===== config.mk =====
export PLATFORM = sky130hd
export DESIGN_NAME = mac_operand_feeder
export DESIGN_NICKNAME = d
export VERILOG_FILES = /design/src/rtl/mac_pkg.sv /design/src/rtl/operand_buf.sv /design/src/rtl/mac_operand_feeder.sv
export SDC_FILE = /design/constraint.sdc
export NUM_CORES = 1
export LEC_CHECK = 0
export BUFFER_PORTS_ARGS = -buffer_cell sky130_fd_sc_hd__buf_4
export CORE_MARGIN = 4
export CORE_UTILIZATION = 60
export CTS_CLUSTER_SIZE = 12
export DETAILED_ROUTE_END_ITERATION = 10
export HOLD_SLACK_MARGIN = 0.05
export PLACE_DENSITY = 0.82
export SLEW_MARGIN = 20
export SYNTH_ARGS = -nofsm -noshare
export SYNTH_HDL_FRONTEND = slang
export SYNTH_SLANG_ARGS = --single-unit

===== constraint.sdc =====
create_clock -name clk -period 3 [get_ports clk]
set_clock_uncertainty 0.05 [all_clocks]
set_input_delay 0.6 -clock clk [delete_from_list [all_inputs] [get_ports clk]]
set_output_delay 0.6 -clock clk [all_outputs]
set_load 0.01 [all_outputs]

===== src/rtl/mac_pkg.sv =====
// Shared constants and types for the MAC operand feeder and its operand buffers.
package mac_pkg;

   localparam int DATA_W = 10;
   localparam int DEPTH  = 16;
   localparam int ADDR_W = 4;
   localparam int LEN_W  = ADDR_W + 1;

   typedef enum logic [1:0] {
      IDLE   = 2'd0,
      STREAM = 2'd1,
      FIN    = 2'd2
   } feeder_state_t;

   typedef struct packed {
      logic [DATA_W-1:0] a;
      logic [DATA_W-1:0] b;
      logic              first;
      logic              last;
   } pair_t;

   // Requested pair counts above the buffer depth stream the whole buffer once.
   function automatic logic [LEN_W-1:0] clamp_len(input logic [LEN_W-1:0] req_len);
      logic [LEN_W-1:0] res;
      if (req_len > LEN_W'(DEPTH)) begin
         res = LEN_W'(DEPTH);
      end else begin
         res = req_len;
      end
      return res;
   endfunction

endpackage


===== src/rtl/operand_buf.sv =====
// Single-write, single-read operand RAM with a registered read port; contents are never reset.
module operand_buf
   import mac_pkg::*;
(
   input  logic              clk,
   input  logic              wr_en,
   input  logic [ADDR_W-1:0] wr_addr,
   input  logic [DATA_W-1:0] wr_data,
   input  logic              rd_en,
   input  logic [ADDR_W-1:0] rd_addr,
   output logic [DATA_W-1:0] rd_data
);

   logic [DATA_W-1:0] mem_r [DEPTH];
   logic [DATA_W-1:0] rd_data_r;

   // Storage write port.
   always_ff @(posedge clk) begin
      if (wr_en) begin
         mem_r[wr_addr] <= wr_data;
      end
   end

   // Registered read port; the word holds until the next enabled read.
   always_ff @(posedge clk) begin
      if (rd_en) begin
         rd_data_r <= mem_r[rd_addr];
      end
   end

   assign rd_data = rd_data_r;

endmodule


===== src/rtl/mac_operand_feeder.sv =====
// Streams matched (A[i], B[i]) pairs to the MAC datapath with valid/ready, first/last tags and a done pulse.
module mac_operand_feeder
   import mac_pkg::*;
(
   input  logic              clk,
   input  logic              rst,
   input  logic              wr_en,
   input  logic              wr_sel,
   input  logic [ADDR_W-1:0] wr_addr,
   input  logic [DATA_W-1:0] wr_data,
   input  logic              start,
   input  logic [ADDR_W:0]   len,
   output logic              busy,
   output logic              done,
   output logic              out_valid,
   input  logic              out_ready,
   output logic [DATA_W-1:0] out_a,
   output logic [DATA_W-1:0] out_b,
   output logic              out_first,
   output logic              out_last
);

   feeder_state_t     state_r, state_nxt_s;
   logic [LEN_W-1:0]  len_r, len_nxt_s;
   logic [LEN_W-1:0]  rd_idx_r, rd_idx_nxt_s;
   logic [LEN_W-1:0]  q_idx_r, q_idx_nxt_s;
   logic              q_valid_r, q_valid_nxt_s;
   pair_t             pair_r, pair_nxt_s;
   logic              out_valid_r, out_valid_nxt_s;
   logic              busy_r, done_r;
   logic              rd_en_s;
   logic [ADDR_W-1:0] rd_addr_s;
   logic [DATA_W-1:0] buf_a_s, buf_b_s;
   logic [LEN_W-1:0]  start_len_s;
   logic              load_s, xfer_s;
   logic              wr_a_s, wr_b_s;

   // Writes land only while idle so a running stream always sees a stable buffer.
   assign wr_a_s = wr_en & ~wr_sel & (state_r == IDLE);
   assign wr_b_s = wr_en &  wr_sel & (state_r == IDLE);

   operand_buf u_buf_a (
      .clk     (clk),
      .wr_en   (wr_a_s),
      .wr_addr (wr_addr),
      .wr_data (wr_data),
      .rd_en   (rd_en_s),
      .rd_addr (rd_addr_s),
      .rd_data (buf_a_s)
   );

   operand_buf u_buf_b (
      .clk     (clk),
      .wr_en   (wr_b_s),
      .wr_addr (wr_addr),
      .wr_data (wr_data),
      .rd_en   (rd_en_s),
      .rd_addr (rd_addr_s),
      .rd_data (buf_b_s)
   );

   // Next-state logic: the RAM read word (q) is prefetched one pair ahead of the output register.
   always_comb begin
      state_nxt_s     = state_r;
      len_nxt_s       = len_r;
      rd_idx_nxt_s    = rd_idx_r;
      q_idx_nxt_s     = q_idx_r;
      q_valid_nxt_s   = q_valid_r;
      pair_nxt_s      = pair_r;
      out_valid_nxt_s = out_valid_r;
      rd_en_s         = 1'b0;
      rd_addr_s       = rd_idx_r[ADDR_W-1:0];
      start_len_s     = clamp_len(len);
      xfer_s          = out_valid_r & out_ready;
      load_s          = 1'b0;

      case (state_r)
         IDLE: begin
            if (start) begin
               len_nxt_s = start_len_s;
               if (start_len_s == {LEN_W{1'b0}}) begin
                  state_nxt_s = FIN;
               end else begin
                  state_nxt_s   = STREAM;
                  rd_en_s       = 1'b1;
                  rd_addr_s     = {ADDR_W{1'b0}};
                  rd_idx_nxt_s  = LEN_W'(1);
                  q_idx_nxt_s   = {LEN_W{1'b0}};
                  q_valid_nxt_s = 1'b1;
               end
            end else begin
               state_nxt_s = IDLE;
            end
         end

         STREAM: begin
            load_s = q_valid_r & (~out_valid_r | out_ready);
            if (load_s) begin
               pair_nxt_s.a     = buf_a_s;
               pair_nxt_s.b     = buf_b_s;
               pair_nxt_s.first = (q_idx_r == {LEN_W{1'b0}});
               pair_nxt_s.last  = (q_idx_r == (len_r - LEN_W'(1)));
               out_valid_nxt_s  = 1'b1;
               if (rd_idx_r < len_r) begin
                  rd_en_s      = 1'b1;
                  rd_addr_s    = rd_idx_r[ADDR_W-1:0];
                  rd_idx_nxt_s = rd_idx_r + LEN_W'(1);
                  q_idx_nxt_s  = rd_idx_r;
               end else begin
                  q_valid_nxt_s = 1'b0;
               end
            end else if (xfer_s && pair_r.last) begin
               state_nxt_s     = FIN;
               out_valid_nxt_s = 1'b0;
               pair_nxt_s      = '0;
            end else begin
               out_valid_nxt_s = out_valid_r;
            end
         end

         FIN: begin
            state_nxt_s   = IDLE;
            rd_idx_nxt_s  = {LEN_W{1'b0}};
            q_idx_nxt_s   = {LEN_W{1'b0}};
            q_valid_nxt_s = 1'b0;
         end

         default: begin
            state_nxt_s     = IDLE;
            out_valid_nxt_s = 1'b0;
            q_valid_nxt_s   = 1'b0;
         end
      endcase
   end

   // State, counters and registered outputs; buffer contents are outside this reset.
   always_ff @(posedge clk) begin
      if (rst) begin
         state_r     <= IDLE;
         len_r       <= {LEN_W{1'b0}};
         rd_idx_r    <= {LEN_W{1'b0}};
         q_idx_r     <= {LEN_W{1'b0}};
         q_valid_r   <= 1'b0;
         pair_r      <= '0;
         out_valid_r <= 1'b0;
         busy_r      <= 1'b0;
         done_r      <= 1'b0;
      end else begin
         state_r     <= state_nxt_s;
         len_r       <= len_nxt_s;
         rd_idx_r    <= rd_idx_nxt_s;
         q_idx_r     <= q_idx_nxt_s;
         q_valid_r   <= q_valid_nxt_s;
         pair_r      <= pair_nxt_s;
         out_valid_r <= out_valid_nxt_s;
         busy_r      <= (state_nxt_s != IDLE);
         done_r      <= (state_nxt_s == FIN);
      end
   end

   assign busy      = busy_r;
   assign done      = done_r;
   assign out_valid = out_valid_r;
   assign out_a     = pair_r.a;
   assign out_b     = pair_r.b;
   assign out_first = pair_r.first;
   assign out_last  = pair_r.last;

endmodule


* Word level (Yosys, flattened, before mapping)
Memory sizes are Yosys's and may differ from the RTL's. A register that Yosys moved wholly into a read port is not among the register bits. Cells that the tools add are included.
Storage, ports and cells: flip-flop bits (word level) 43, memory bits (writable) 320, output and inout bits 25, word-level logic and storage cells 89, memories 2
Operators by class: add/sub/neg operators 2, magnitude comparators 2, equality and inequality tests 10, mux-type cells 38, bitwise logic cells 10, reductions and logical operators 13
Memories:
- u_buf_a.mem_r | depth 16, width 10, rd ports 1, clocked after memory_dff 1, wr ports 1, line operand_buf.sv:14 | logic [DATA_W-1:0] mem_r [DEPTH];
- u_buf_b.mem_r | depth 16, width 10, rd ports 1, clocked after memory_dff 1, wr ports 1, line operand_buf.sv:14
Operators by type and width (number):
- $mux 5 | 9
- $mux 22 | 2
- $pmux 5 s3 | 2
- $mux 1 | 14
- $mux 4 | 3
- $logic_not 5->1 | 2
- $ne 2x2->1 const B | 5
- $mux 2 | 4
- $and 1x1->1 | 6
- $pmux 1 s2 | 3
- $reduce_and 2->1 | 3
- $add 5x1->5 const B | 1
- $eq 5x5->1 | 1
- $gt 5x5->1 const B | 1
- $lt 5x5->1 | 1
- $reduce_and 5->1 | 1
- $sub 5x1->5 const B | 1
- $eq 2x2->1 const B | 2
- $pmux 2 s2 | 1
- $reduce_and 4->1 | 1
- $reduce_bool 2->1 | 2
- $ne 3x3->1 const B | 1
- $not 1->1 | 3
- $reduce_bool 3->1 | 1
- 5 further kinds | 5

* Longest topological paths before layout
depth in word-level cells 7, gate-level depth with buffers 9, gate-level depth less buffers 7

* Cells and area by module
A second synthesis with hierarchy kept.
Second synthesis, totals: cells, all modules 796, area total of the unflattened synthesis 14959.3 µm²
By module, submodules not included:
- operand_buf | instances 2, cells each 279, area each 6453.7 µm², sequential area each 5104.9 µm²
- mac_operand_feeder | instances 1, cells each 238, area each 2052.0 µm², sequential area each 860.8 µm²

* Least setup slack after synthesis
Ideal clock, no wire load.
path type reg-to-reg, start register state_r[0], end register u_buf_a.rd_data_r[0], in the netlist u_buf_a.rd_data[0] (read register of u_buf_a.mem_r), enable pin, setup time 0.376 ns, arrival time 1.866 ns, data required time 2.574 ns, path slack 0.708 ns, stages on the path, launching flop included 7, clock period less this slack 2.292 ns, cell sequence dfxtp_1 > inv_1 > ha_1 > nand2_1 > a21oi_1 > buf_2 > a21o_1
Between the ends: longest elaborated chain between the ends 2, elaborated cells on any way between the ends 4
RTL lines:
- start, declared | line mac_operand_feeder.sv:23 | feeder_state_t state_r, state_nxt_s;
- start signal, assigned | line mac_operand_feeder.sv:149 | state_r <= state_nxt_s;
- $eq 2x1->1 / $logic_not 2->1 (equally long branches) | line mac_operand_feeder.sv:77 | case (state_r)
- $pmux 1 s2 (*) | line mac_operand_feeder.sv:77
- named net rd_en_s | line mac_operand_feeder.sv:31 | logic rd_en_s;
- end, declared | line operand_buf.sv:15 | logic [DATA_W-1:0] rd_data_r;
Mark *: on every way through the listed nets, which the timed path passes. The rest lies on a longest branch. A chain may end at the register's enable or synchronous reset.

* Final worst setup path
start register rd_idx_r[0], end register u_buf_a.rd_data_r[9], in the netlist u_buf_a.rd_data[9] (read register of u_buf_a.mem_r) (data pin)
Between the ends: longest elaborated chain between the ends 4, elaborated cells on any way between the ends 7
RTL lines:
- start, declared | line mac_operand_feeder.sv:25 | logic [LEN_W-1:0] rd_idx_r, rd_idx_nxt_s;
- start signal, assigned | line mac_operand_feeder.sv:141 | rd_idx_r <= {LEN_W{1'b0}};
- start signal, assigned | line mac_operand_feeder.sv:151 | rd_idx_r <= rd_idx_nxt_s;
- $lt 5x5->1 | line mac_operand_feeder.sv:104 | if (rd_idx_r < len_r) begin
- $mux 1 | line mac_operand_feeder.sv:104
- $mux 1 | line mac_operand_feeder.sv:98 | if (load_s) begin
- $pmux 1 s2 | line mac_operand_feeder.sv:77
Several ways; a longest one is shown, not always the timed one.

==> results.yml <==
status:
  outcome: "complete, no violations"
global_route:
  overflow: 0
  grt_max_degree: 73
  grt_pass1_wl_um: 51690
  antenna_found_initial: 0
  grt_pass1_vias: 8984
  track_usage: 0.2332
floorplan:
  fp.dieH_um: 168.0
  start_util: 0.6096
  core_area_um2: 25180
  die_x_um: 168.0
  ioPinCount: 50
  core.rowCount: 58
  dieArea_um2: 28210
drt:
  dr_total_vias: 8954
  drt_first_pass_iters: 7
  wl_per_cell_um: 23.63
  viasPerCell: 6.474
  finalWirelength_um: 32680
  antenna_left: 0
  drc: 0
  drt-initial-drc-count: 945
yosys:
  synthArstFlopShare: 0
  synth.area.top_cells: "edfxtp_1 67%, mux4_2 5.9%, dfxtp_1 5.6%"
  synth.top_cell.area_share: 0.6651
  synth_edf_count: 340
  synth_cells: 944
  ys_ff_latch: 383
  yosys_warnings: 0
  synth_seq_area_share: 0.7212
  ys.flop_type: "edfxtp_1"
  synthDistinctLibCells: 46
  syn-cell-area_um2: 15350
  syn_avg_cell_area_um2: 16.26
  syn_nets: 979
  synth.largest_area_cell: "edfxtp_1"
timing:
  hold_violations: 0
  slew_violations: 0
  tns_ps: 0
  finalCritPeriodShare: 0.8313
  setup_violations: 0
  rsz0062_at_grt: "no"
  relSlewSlack: 0.2847
  fmax_mhz: 401.0
  final.min_clock_period_ps: 2494
  worstMarginPinSlew_ps: 1073
  fin_ws_ps: 506.2
placed_design:
  dp_cells: 1319
  gp_congestion: 0.7922
  pre_cts_ws_ps: 563.9
  hpwl_um: 19770
  numPortBuffers: 49
clock_network:
  postCtsSetupRepairBufs: 0
  clock_sinks: 383
  postCtsHoldBufs: 0
  cts_resized: 0
  clk-insertion-delay-late_ps: 530
  htreeDepth: 2
  cts_tree: "yes"
  cts_buffers: 40
  cts_buffer_depth: 3
  cts.clk_slew.worst_paths_ps: 60
  cts_root_buffer: "clkbuf_16"
critical_path:
  path_max_fanout: 72
  crit_end: "u_buf_a.rd_data[9]$_DFFE_PP_"
  worst-r2r-cell-count: 4
  r2r_start: "rd_idx_r[0]$_SDFFE_PP0P_"
  cp-startpoint: "rd_idx_r[0]$_SDFFE_PP0P_"
  slowest_stage: "dfxtp_4"
  endpoint_kind: "flip-flop"
  r2r_end: "u_buf_a.rd_data[9]$_DFFE_PP_"
  crit_chain: "mux2_2, a221oi_1, o21ai_0, and4_1"
  path_class: "flip-flop to flip-flop"
  reg2reg_slack_ps: 510
  cpPeakStageDelay_ps: 930
  worstPathArrival_ps: 2700
  required_ps: 3210
  crit_path_start_kind: "flip-flop"
hold_path:
  hold_class: "input pin to flip-flop"
power:
  powerDensity_nw_per_um2: 626.6
  power.internal_w: 0.008772
  p_comb_frac: 0.042
  ir_worst_vdd_mv: 0.6435
  p_sw_w: 0.002217
  p_clk_frac: 0.419
  leakage_nw: 5.689
  p_sw_frac: 0.2017
  seqPwrFrac: 0.540
final_layout:
  nNetsFinal: 1066
  final_common_cell: "edfxtp_1"
  area_growth_pct: 14.24
  layout_common_cells: "340 x edfxtp_1, 103 x buf_4, 69 x nor2_1, 61 x nand2_1, 60 x a221oi_1"
  stdcell_count: 1383
  nFillCells: 1575
  layout-drive-gt1-share: 0.2317
  antenna_cells: 0
flow_run:
  cap_violations: 0
-- worst min-delay path by stage --
stage / from / cells past startpoint / to
after floorplan: len_r[4]$_SDFFE_PP0P_ / 2 / len_r[4]$_SDFFE_PP0P_
final: start / 3 / len_r[4]$_SDFFE_PP0P_
after global placement: u_buf_a.rd_data[1]$_DFFE_PP_ / 2 / out_a[1]$_SDFFE_PP0P_
after global routing: start / 3 / len_r[4]$_SDFFE_PP0P_
after detailed placement: u_buf_b.rd_data[8]$_DFFE_PP_ / 2 / out_b[8]$_SDFFE_PP0P_
after CTS: start / 3 / len_r[4]$_SDFFE_PP0P_
-- cell usage after synthesis (2+ instances only) --
cell       instances
o21bai_1          20
nand2_1           61
inv_1             10
nand4b_1           2
mux4_2            40
mux2i_1           20
and4_1            20
a31oi_1            4
buf_2             18
xnor2_1            2
a2bb2oi_1          5
nand2b_1           6
a21oi_1           23
or2_2              3
nor3b_1            9
edfxtp_1         340
nand4_1           11
ha_1              10
buf_1              2
a221oi_1          60
nor2b_1            6
xor2_1             3
nand3_1           11
clkbuf_1          38
a22oi_1           20
mux2_2            40
a21o_1             4
nor2_1            69
o21ai_0           26
dfxtp_1           43
nor3_1             3
-- flip-flops by register name, summed over array words and instances, names as in the netlist, 2 cells and up --
register	cells
state_r	2
u_buf_a.rd_data	10
u_buf_b.mem_r	160
len_r	5
u_buf_a.mem_r	160
out_b	10
rd_idx_r	5
out_a	10
u_buf_b.rd_data	10
q_idx_r	5
-- logic make-up after synthesis --
group,count (synthesis),synth area share
simple gates,207,0.06676
fa+ha+maj,10,0.008151
compound gates,169,0.08118
buf+inv,70,0.01883
xor+xnor,5,0.002853
mux,100,0.1011
flops,383,0.7212
-- critical path: cells and delay by family (launching register included) --
family	cells	cell delay, ps
flip-flops	1	930
AO/OA/AOI/OAI	2	620
multiplexers	1	430
AND/OR/NAND/NOR	1	190
-- final cells by class --
type,instances,area [um^2],share of cell area
multi-input combinational,491,3998,0.2280
inverter,11,41.29,0.002354
tap,330,412.9,0.02354
sequential,383,11080,0.6318
clock buffer,54,1106,0.06307
timing repair buffer,104,793.3,0.04523
clock inverter,10,106.4,0.006065
-- layer usage --
layer	part of all wire	routed length (um)	vias up	track usage
met5	0	0	-	0
met4	0.020	659	0	0.07198
met3	0.078	2553	48	0.04226
li1	-	-	3937	-
met2	0.49	15870	441	0.3704
met1	0.42	13590	4528	0.3359
-- power groups by stage --
stage               combinational, W  clock [W]  sequential, W
floorplan                   0.000268          0        0.00600
global placement            0.000434          0        0.00603
detailed placement          0.000452          0        0.00604
CTS                         0.000457    0.00465        0.00593
global route                0.000499    0.00491        0.00593
finish                      0.000459    0.00460        0.00593
-- through the flow --
step / hold slack, ps / area [um^2] / power (W) / utilization
2_1_floorplan: 410.8 / 15350 / 0.006271 / -
3_3_place_gp: 427.1 / 16320 / 0.006469 / 0.6483
3_5_place_dp: 441.6 / 16320 / 0.006491 / 0.6483
4_1_cts: 326.3 / 17540 / 0.01104 / 0.6964
5_1_grt: 368.1 / 17540 / 0.01134 / 0.6964
6_report: 342.0 / 17540 / 0.01099 / 0.6964
Power figures use the tool's default switching activity.
